File: config.mk
export PLATFORM = sky130hd
export DESIGN_NAME = alu_result_buf
export DESIGN_NICKNAME = d
export VERILOG_FILES = /design/src/rtl/alu_result_buf.sv
export SDC_FILE = /design/constraint.sdc
export NUM_CORES = 1
export LEC_CHECK = 0
export ABC_AREA = 1
export CAP_MARGIN = 30
export CORE_MARGIN = 2
export CORE_UTILIZATION = 59
export CTS_CLUSTER_DIAMETER = 60
export DETAILED_ROUTE_END_ITERATION = 12
export GPL_TIMING_DRIVEN = 1
export PLACE_DENSITY = 0.86
export SETUP_SLACK_MARGIN = 0.1
export SYNTH_ARGS = -nofsm -noshare
export SYNTH_HDL_FRONTEND = slang
export SYNTH_SLANG_ARGS = --single-unit
export TNS_END_PERCENT = 100
File: constraint.sdc
create_clock -name clk -period 8.3 [get_ports clk]
set_input_delay 1.66 -clock clk [delete_from_list [all_inputs] [get_ports clk]]
set_output_delay 1.66 -clock clk [all_outputs]
set_load 0.01 [all_outputs]
File: src/rtl/alu_result_buf.sv
// ---------------------------------------------------------------------------
// alu_result_buf
//
// Flow-controlled holding buffer for ALU results in the multi-cycle RV32I
// datapath. It is a DEPTH-entry FIFO of WIDTH-bit results. A "last result"
// register always holds the most recently accepted value, so results
// survive multi-cycle stalls in the writeback/memory-address consumers.
//
// Handshake: a beat transfers on a rising edge where valid and ready are
// both 1 (and flush is 0). The producer holds in_data stable while
// in_valid=1 and in_ready=0. in_ready is derived from registered
// occupancy only and never looks at out_ready or flush.
//
// Optional feature macro: ALU_BUF_BYPASS_EN
//   defined   - when the buffer is empty, an incoming beat is presented
//               on out_valid/out_data in the same cycle. If the consumer
//               takes it, the beat is never stored.
//   undefined - there is no combinational input-to-output path. out_valid
//               depends only on registered state.
//
// Parameters
//   WIDTH      data width in bits (>= 1)
//   DEPTH      number of entries (power of two, >= 2)
//
// Ports
//   clk        clock; all state updates on the rising edge
//   rst        asynchronous, active-high reset
//   flush      synchronous discard of all buffered entries
//   in_valid   producer has a result on in_data
//   in_data    ALU result
//   in_ready   buffer can accept (count < DEPTH)
//   out_valid  out_data holds the oldest entry
//   out_data   oldest entry (head)
//   out_ready  consumer takes the head this cycle
//   count      number of stored entries, 0..DEPTH
//   last_data  most recently accepted in_data
// ---------------------------------------------------------------------------
module alu_result_buf #(
    parameter int WIDTH = 32,
    parameter int DEPTH = 4
) (
    input  logic                       clk,
    input  logic                       rst,
    input  logic                       flush,
    input  logic                       in_valid,
    input  logic [WIDTH-1:0]           in_data,
    output logic                       in_ready,
    output logic                       out_valid,
    output logic [WIDTH-1:0]           out_data,
    input  logic                       out_ready,
    output logic [$clog2(DEPTH):0]     count,
    output logic [WIDTH-1:0]           last_data
);

    localparam int AW = $clog2(DEPTH);
    localparam int CW = AW + 1;

    // Occupancy is decoded from count rather than kept as separate state.
    // This way it can never disagree with the counter.
    typedef enum logic [1:0] {
        OCC_EMPTY   = 2'd0,
        OCC_PARTIAL = 2'd1,
        OCC_FULL    = 2'd2
    } occ_t;

    logic [WIDTH-1:0] mem [DEPTH];
    logic [AW-1:0]    wp;
    logic [AW-1:0]    rp;
    occ_t             occ;

    logic             bypass;
    logic             accept;
    logic             push;
    logic             pop;

    always_comb begin
        occ = OCC_PARTIAL;
        if (count == '0) begin
            occ = OCC_EMPTY;
        end else if (count == CW'(DEPTH)) begin
            occ = OCC_FULL;
        end
    end

    assign in_ready = (occ != OCC_FULL);

`ifdef ALU_BUF_BYPASS_EN
    // An empty buffer forwards the incoming beat straight to the consumer.
    assign bypass = (occ == OCC_EMPTY) & in_valid & ~flush;
`else
    assign bypass = 1'b0;
`endif

    assign out_valid = (occ != OCC_EMPTY) | bypass;
    assign out_data  = bypass ? in_data : mem[rp];

    // accept: the beat is taken from the producer, so last_data updates.
    // push:   the beat also lands in storage. The only case where an
    //         accepted beat is not stored is a bypass the consumer takes
    //         in the same cycle.
    assign accept = in_valid & in_ready & ~flush;
    assign push   = accept & ~(bypass & out_ready);
    // Only stored entries are popped. A bypassed beat never reaches rp.
    assign pop    = (occ != OCC_EMPTY) & out_ready & ~flush;

    always_ff @(posedge clk or posedge rst) begin
        if (rst) begin
            wp        <= '0;
            rp        <= '0;
            count     <= '0;
            last_data <= '0;
            for (int i = 0; i < DEPTH; i++) begin
                mem[i] <= '0;
            end
        end else if (flush) begin
            // Flush wins over push and pop. Stale memory contents are
            // harmless because out_valid is 0 until the next push.
            wp    <= '0;
            rp    <= '0;
            count <= '0;
        end else begin
            if (push) begin
                mem[wp] <= in_data;
                wp      <= wp + AW'(1);
            end
            if (accept) begin
                last_data <= in_data;
            end
            if (pop) begin
                rp <= rp + AW'(1);
            end
            case ({push, pop})
                2'b10:   count <= count + CW'(1);
                2'b01:   count <= count - CW'(1);
                default: count <= count;
            endcase
        end
    end

endmodule

======== Word-level counts from Yosys, hierarchy flattened ========
Index checks and enable logic that the tools add are counted.
cells by class
  add/sub/neg operators ................... 4
  multiply operators ...................... 0
  divide/modulo/power cells ............... 0
  order comparisons ....................... 3
  eq/ne operators ......................... 4
  shift-type cells ........................ 0
  muxes and demuxes ....................... 14
  bitwise operators ....................... 7
  reductions and logical operators ........ 7
operators with widths
  kind                                                                    number
  128-bit bitwise mux                                                     1
  32-bit two-way mux                                                      3
  32-bit binary-select mux with 2-bit select                              1
  32-bit demux with 2-bit select                                          1
  2-bit two-way mux                                                       6
  3-bit >= comparator (second input constant)                             2
  2-bit NOT with 3-bit output                                             2
  3-bit one-hot mux with 2 select lines                                   1
  2-bit nonzero test                                                      3
  2-bit by 1-bit adder with 2-bit output (second input constant)          2
  1-bit bitwise AND                                                       4
  3-bit by 1-bit adder with 3-bit output (second input constant)          1
  3-bit equality test (second input constant)                             1
  3-bit zero test                                                         1
  3-bit by 1-bit < comparator with 1-bit output (second input constant)   1
  3-bit two-way mux                                                       1
  3-bit nonzero test                                                      1
  3-bit by 1-bit subtractor with 3-bit output (second input constant)     1
  2-bit by 1-bit equality test with 1-bit output (second input constant)  1
  2-bit equality test (second input constant)                             1
  2-bit inequality test (second input constant)                           1
  2-bit AND reduction                                                     1
  1-bit logical AND                                                       1
  1-bit NOT                                                               1
storage, ports and cells
  flip-flop bits (word level) ............. 167
  bits in latches ......................... 0
  bits in writable memories ............... 0
  memory bits (read-only) ................. 0
  input port bits ......................... 37
  logic and storage cells ................. 47
  memories kept ........................... 0

======== Depth between registers and ports, before layout ========
Gate-level depths: netlist of the first run.
  word-level depth ........................ 9
  depth in mapped cells ................... 11
  mapped depth without buffers ............ 11

======== Least setup slack after synthesis of the first run ========
Ideal clock, no wire load.
  path kind ............................... input to register
  start ................................... input port in_valid
  end ..................................... register count[2]
  setup time .............................. 116 ps
  arrival ................................. 2702 ps
  required time ........................... 8184 ps
  setup slack ............................. 5481 ps
  cell stages on the path ................. 9
  cell sequence ........................... a21boi_0 > nor2_1 > fa_1 > xor2_1 > inv_1 > nor2_1 > nor2_1 > nand2_1 > nand2_1
on the way
  longest elaborated chain between the ends .. 5
  elaborated cells between the ends (all ways) .. 7
  classes of those cells .................. eq/ne: 2; mux: 2; bitwise: 2; reduce/logical: 1
RTL lines
  element                                                                                line  text
  start, declared                                                                        45    input logic in_valid,
  1-bit bitwise AND * (2 in a row)                                                       101   assign accept = in_valid & in_ready & ~flush;
  2-bit by 1-bit equality test with 1-bit output or 2-bit equality test (tied branches)  132   case ({push, pop})
  3-bit one-hot mux with 2 select lines                                                  132
  3-bit two-way mux                                                                      115   end else if (flush) begin
  end signal, assigned                                                                   133   2'b10: count <= count + CW'(1);
  end signal, assigned                                                                   134   2'b01: count <= count - CW'(1);
  end signal, assigned                                                                   135   default: count <= count;
  end, declared                                                                          51    output logic [$clog2(DEPTH):0] count,
Mark *: on every way between the ends. The rest lies on a longest branch, timed or not.
A chain may end at the register's enable or synchronous reset.

======== Final worst setup path of the first run ========
  start ................................... register rp[1]
  end ..................................... output port out_data[5]
on the way
  longest elaborated chain between the ends .. 4
RTL lines
  element                                                line  text
  start, declared                                        68    logic [AW-1:0] rp;
  start signal, assigned                                 130   rp <= rp + AW'(1);
  2-bit NOT with 3-bit output (not written as such)      95    assign out_data = bypass ? in_data : mem[rp];
  32-bit binary-select mux with 2-bit select             95
  32-bit two-way mux (not written as such) (2 in a row)  95
  end, declared                                          49    output logic [WIDTH-1:0] out_data,
Every way passes these cells. The select of a mux whose other input is x is not followed.

==> summary.md, run 1 <==
| Metric | Value |
|---|---|
| Post-Syn Area | `between 7000 and 8000 um^2` |
| Final #Nets | `905` |
| Count of final hold-check violations | `0` |
| WP data required | `~6600 ps` |
| Finished layout cell area | `8950 um^2` |
| FFs w/ async S/R, synth | `1.00` |
| Initial antenna violation count | `0` |
| Post-Syn Nets | `825` |
| Largest cells by area after synthesis | `dfrtp_1 (57%), nand2_1 (9.0%), o21ai_0 (6.6%)` |
| Number of synthesized register bits | `167` |
| Crit start category | `flop` |
| Iteration count of the initial detailed-routing pass | `6` |
| PnR worst setup slack | `~3400 ps` |
| Fmax | `about 200 MHz` |
| Largest net degree at the start of global routing | `about 110` |
| Vias post-DR | `5933` |
| Routed Wire Length | `17100 um` |
| Placed Instances | `1011` |
| PnR Total Power | `3.38 mW` |
| Placed cell areas | `8280 um^2` |
| Sequential share of the synthesized area | `0.571` |
| DR iter-0 viols | `638` |
| IO Pins | `106` |
| # H-tree levels | `4` |
| Syn Area/Cell | `9.34 um^2` |
| Initial Util | `0.607` |
| Skew final | `about 5.7 ps` |
| Total track usage | `0.272` |
| Setup violations, final | `0` |
| Leak pwr | `roughly 4.2 nW` |
| IO Port Bufs | `105` |
| Clock Path Buffers | `2` |
| # Post-CTS Setup Buffers | `0` |
| Leading cell types by count after synthesis | `nand2_1 (175), dfrtp_1 (167), o21ai_0 (96)` |
| Finished Layout Cells | `1044` |
| Wirelength per Cell | `16.4 um` |
| Avg Vias per Cell | `5.68` |
| Critical path arrival | `between 3000 and 4000 ps` |
| Place WS | `4070 ps` |
| RSZ-0062 raised after global routing | `no` |
| Post-CTS sizing | `0` |
| Vias in the first global route | `5833` |
| Setup crit end kind | `primary output` |
| Die H | `115 um` |
| Die area | `13300 um^2` |
| Crit path kind | `reg -> out` |
| Post-cts hold buffer count | `0` |
| ANT nets after route | `0` |
| Final period util | `0.585` |
| Fin Hold WS | `480 ps` |
| CTS Buf Count | `17` |
| Rows | `40` |
| Fin util | `0.742` |
| Setup tns final | `0 ps` |
| Max cap viols | `0` |
| Netlist cell types | `27` |
| Clock root buffer | `clkbuf_16` |
| FILL cells | `854` |
| Minimum clock period | `4850 ps` |
| Area growth syn-to-layout | `22.3%` |
| Min-Delay Path Class | `reg -> reg` |
| Worst vdd ir | `a little under 0.2 mV` |
| Worst-Margin Slew | `1140 ps` |
| Synth top area share | `0.571` |
| Slew headroom | `0.240` |
| Fin. max-slew vios | `0` |
| TritonCTS clock tree | `yes` |
| Max Fanout on Critical Path | `33` |
| Final GP Congestion | `0.793` |
| Top-count cell post-synth | `nand2_1` |
| Clk pin slew, worst setup/hold paths | `~60 ps` |
| DRC viols | `0` |
| Power per cell area | `378 nW/um^2` |
| Outcome | `complete, no violations` |
| Prevailing post-synth register cell | `dfrtp_1` |
| Layout cells sized above 1 | `0.100` |
| HPWL Detailed | `10100 um` |
| Gr ovfl total | `0` |
| Post-synth EDFFs | `0` |
| Skew-Pair Late Insertion Delay | `430 ps` |
| Die width | `115 um` |
| Ant diodes | `0` |
| Core Region | `12100 um^2` |
| Cells after Synth | `783` |
| Ys Warns | `0` |
| First-pass GRT wire length | `28500 um` |
| Synth area leader | `dfrtp_1` |
| Clock sink count | `167` |
[path summary, 6_finish.rpt]
path / from / slack [ps] / to / cells after the start
max: rp[1]$_DFFE_PP0P_ / 3450 / out_data[5] / 5
min: mem[90]$_DFFE_PP0P_ / 480 / mem[90]$_DFFE_PP0P_ / 2
max reg2reg: rp[1]$_DFFE_PP0P_ / 6000 / rp[1]$_DFFE_PP0P_ / 4
min reg2reg: mem[90]$_DFFE_PP0P_ / 480 / mem[90]$_DFFE_PP0P_ / 2
max in group asynchronous: rst / 5340 / mem[69]$_DFFE_PP0P_ / 4
min in group asynchronous: rst / 1720 / last_data[20]$_DFFE_PP0P_ / 3
[placed cells by master, fill, tap and decap left out, types with 2 or more instances in the layout]
| master | synthesis | routed |
|---|---|---|
| nand2_1 | 175 | 175 |
| dfrtp_1 | 167 | 166 |
| clkdlybuf4s50_1 | 0 | 105 |
| o21ai_0 | 96 | 96 |
| o21ai_1 | 95 | 95 |
| nor2_1 | 68 | 68 |
| inv_1 | 40 | 39 |
| o21ai_2 | 38 | 38 |
| o22ai_1 | 32 | 32 |
| clkbuf_16 | 0 | 17 |
| nand2_4 | 5 | 5 |
| ha_1 | 4 | 4 |
| bufinv_16 | 0 | 4 |
| clkinvlp_4 | 0 | 4 |
| a21oi_1 | 3 | 3 |
| clkbuf_8 | 0 | 3 |
| clkinv_2 | 0 | 3 |
| nand3_1 | 2 | 2 |
| buf_16 | 0 | 2 |
| buf_4 | 2 | 2 |
[per-layer routing]
metal | track usage | vias up | wire length [um]
met5 | 0 | - | 0
met4 | 0.101 | 0 | 398
met3 | 0.0543 | 32 | 1060
met2 | 0.450 | 244 | 8570
met1 | 0.360 | 2895 | 7120
li1 | - | 2762 | -
[critical path: stages (launching register included)]
cell and delay (ps):
dfrtp_1 1100, inv_1 520, buf_16 320, o21ai_0 140, o22ai_1 170, clkdlybuf4s50_1 510
[layout make-up]
type	count	area, um^2	area share
well taps	168	210	0.0235
multi-input cells	525	2610	0.292
clock buffers	20	467	0.0521
repair buffers	110	1140	0.127
flip-flops and latches	167	4180	0.467
inverters	42	165	0.0185
clock inverters	12	174	0.0194
[logic make-up after synthesis]
| family | count (synthesis) | synth area share |
|---|---|---|
| compound gates | 266 | 0.208 |
| simple gates | 253 | 0.138 |
| flops | 167 | 0.571 |
| buf+inv | 91 | 0.0718 |
| fa+ha+maj | 5 | 0.00958 |
| xor+xnor | 1 | 0.00120 |
[sequential cells by signal, indices dropped and copies added (netlist names)]
signal	flops
count	3
last_data	32
mem	128
rp	2
wp	2
[power breakdown]
group	switching, mW	internal (mW)
Clock	0.316	0.526
Combinational	0.621	0.583
Sequential	0.194	1.14
(Power assumes the default switching activity.)
==> inputs of run 2 (changes only) <==
CORE_UTILIZATION = 54   (was 59)
PLACE_DENSITY = 0.79   (was 0.86)
clock period = 4.7 ns   (was 8.3 ns; I/O delays follow)
==> run 2 against run 1 <==
  * Cell count grew 0.67%
  * Non-clock buffer count is the same
  * Sequential share of layout area grew 0.32 points
  * Worst setup slack lost 2400 ps
  * Count of clock-buffer cells in the layout grew 3
  * Combinational power grew 77%
  * Core utilization shrank 7.1 points
  * Global-route usage shrank 2.9 points
  * Via count shrank 2.4%
  * Routed wire length shrank 0.78%
  * Clock skew grew 0.67 ps
==> summary.md, run 2 (synthesis results as in run 1) <==
| Metric | Value |
|---|---|
| Sw Ratio | `0.338` |
| Vias post-DR | `5793` |
| Crit path kind | `reg -> out` |
| Slew headroom | `0.394` |
| # H-tree levels | `4` |
| RSZ-0062 raised after global routing | `no` |
| Internal | `3.85 mW` |
| Ant diodes | `0` |
| IO Pins | `106` |
| Min-Delay Path Class | `reg -> reg` |
| HPWL Detailed | `9670 um` |
| Register share of total power | `0.402` |
| Reg2reg path depth | `11` |
| # Post-CTS Setup Buffers | `0` |
| Count of final hold-check violations | `0` |
| Most frequent cells in the layout | `nand2_1 (175), dfrtp_1 (166), clkdlybuf4s50_1 (105)` |
| Finished layout cell area | `8890 um^2` |
| Cell depth of the worst setup path | `6` |
| Max Fanout on Critical Path | `33` |
| Wirelength per Cell | `16.2 um` |
| Total track usage | `0.243` |
| Reg-to-reg setup timing slack | `roughly 2700 ps` |
| Skew final | `6.36 ps` |
| Critical path's slowest cell | `clkdlybuf4s50_1` |
| Iteration count of the initial detailed-routing pass | `6` |
| Worst hold stages | `2` |
| Setup tns final | `0 ps` |
| Worst vdd ir | `0.339 mV` |
| Critical path arrival | `2670 ps` |
| Number of flip-flops in the largest register | `between 100 and 150` |
| Placed Instances | `1019` |
| DRC viols | `0` |
| Die area | `14500 um^2` |
| ANT nets after route | `0` |
| Die width | `about 120 um` |
| Max incr delay on CP | `600 ps` |
| Layout cells sized above 1 | `0.0994` |
| CP cell instances | `buf_4, inv_1, buf_16, o21ai_0, o22ai_1, clkdlybuf4s50_1` |
| Initial antenna violation count | `0` |
| TritonCTS clock tree | `yes` |
| Fin util | `0.671` |
| Area growth syn-to-layout | `21.5%` |
| Initial Util | `0.553` |
| Most common cell after layout, fill and taps aside | `nand2_1` |
| Final #Nets | `roughly 900` |
| Routed Wire Length | `17000 um` |
| Setup violations, final | `0` |
| Minimum clock period | `3610 ps` |
| Clock power share | `0.233` |
| Vias in the first global route | `5629` |
| Clock root buffer | `clkbuf_16` |
| Post-CTS sizing | `0` |
| Rows | `42` |
| First-pass GRT wire length | `between 20000 and 30000 um` |
| DR iter-0 viols | `496` |
| Outcome | `complete, no violations` |
| Top Registers | `mem (128), last_data (32), count (3)` |
| Worst-Margin Slew | `roughly 900 ps` |
| FILL cells | `1067` |
| Fin. max-slew vios | `0` |
| Biggest register | `mem` |
| Skew-Pair Late Insertion Delay | `430 ps` |
| Clk pin slew, worst setup/hold paths | `approximately 60 ps` |
| Gr ovfl total | `0` |
| Largest net degree at the start of global routing | `168` |
| Crit start category | `flop` |
| Top delay family on crit path | `buffers and inverters` |
| Post-cts hold buffer count | `0` |
| Final period util | `0.769` |
| Fin Hold WS | `483 ps` |
| CP Buf/Inv Count | `4` |
| Setup crit end kind | `primary output` |
| Net Switching | `1.97 mW` |
| Finished Layout Cells | `1051` |
| CTS Buf Count | `17` |
| Place WS | `approximately 1600 ps` |
| Leak pwr | `between 4 and 5 nW` |
| Clock sink count | `approximately 170` |
| Clock Path Buffers | `2` |
| Fmax | `277 MHz` |
| Core Region | `13200 um^2` |
| Die H | `approximately 120 um` |
| Final GP Congestion | `0.763` |
| Avg Vias per Cell | `approximately 5.5` |
| Power per cell area | `655 nW/um^2` |
| PnR worst setup slack | `around 1100 ps` |
| Placed cell areas | `8290 um^2` |
| WP data required | `3760 ps` |
| PnR Total Power | `~5.8 mW` |
| IO Port Bufs | `105` |
| Gate power share | `0.365` |
| Max cap viols | `0` |
-- run 2: cell type report --
| cell class | instances | area, um^2 | share of cell area |
|---|---|---|---|
| clock buffers | 23 | 508 | 0.0572 |
| repair buffers | 110 | 1130 | 0.128 |
| clock inverters | 8 | 70.1 | 0.00788 |
| inverters | 42 | 164 | 0.0184 |
| multi-input cells | 525 | 2610 | 0.294 |
| well taps | 176 | 220 | 0.0248 |
| flip-flops and latches | 167 | 4180 | 0.470 |
-- run 2: tightest hold or removal path, stage by stage (launching register included) --
cell     delay [ps]
dfrtp_1         340
nand2_1          50
o21ai_0          50
-- run 2: routing by layer --
metal	GRT usage	wire length, um	vias up
met4	0.0850	291	0
met2	0.406	8440	192
met1	0.320	7350	2809
li1	-	-	2763
met5	0	0	-
met3	0.0467	935	29
-- run 2: power by group through the flow --
stage                     clock [mW]  sequential (mW)  combinational (mW)
after floorplan                    0             2.32                1.19
after global placement             0             2.31                2.03
after detailed placement           0             2.35                2.10
after CTS                       1.37             2.34                2.13
after global routing            1.42             2.40                2.34
final                           1.35             2.34                2.12
-- run 2: final timing paths --
path / from / end
max: rp[1]$_DFFE_PP0P_ / out_data[30]
min in group asynchronous: rst / last_data[20]$_DFFE_PP0P_
min reg2reg: last_data[28]$_DFFE_PP0P_ / last_data[28]$_DFFE_PP0P_
max reg2reg: count[0]$_DFFE_PP0P_ / count[2]$_DFFE_PP0P_
min: last_data[28]$_DFFE_PP0P_ / last_data[28]$_DFFE_PP0P_
max in group asynchronous: rst / rp[0]$_DFFE_PP0P_
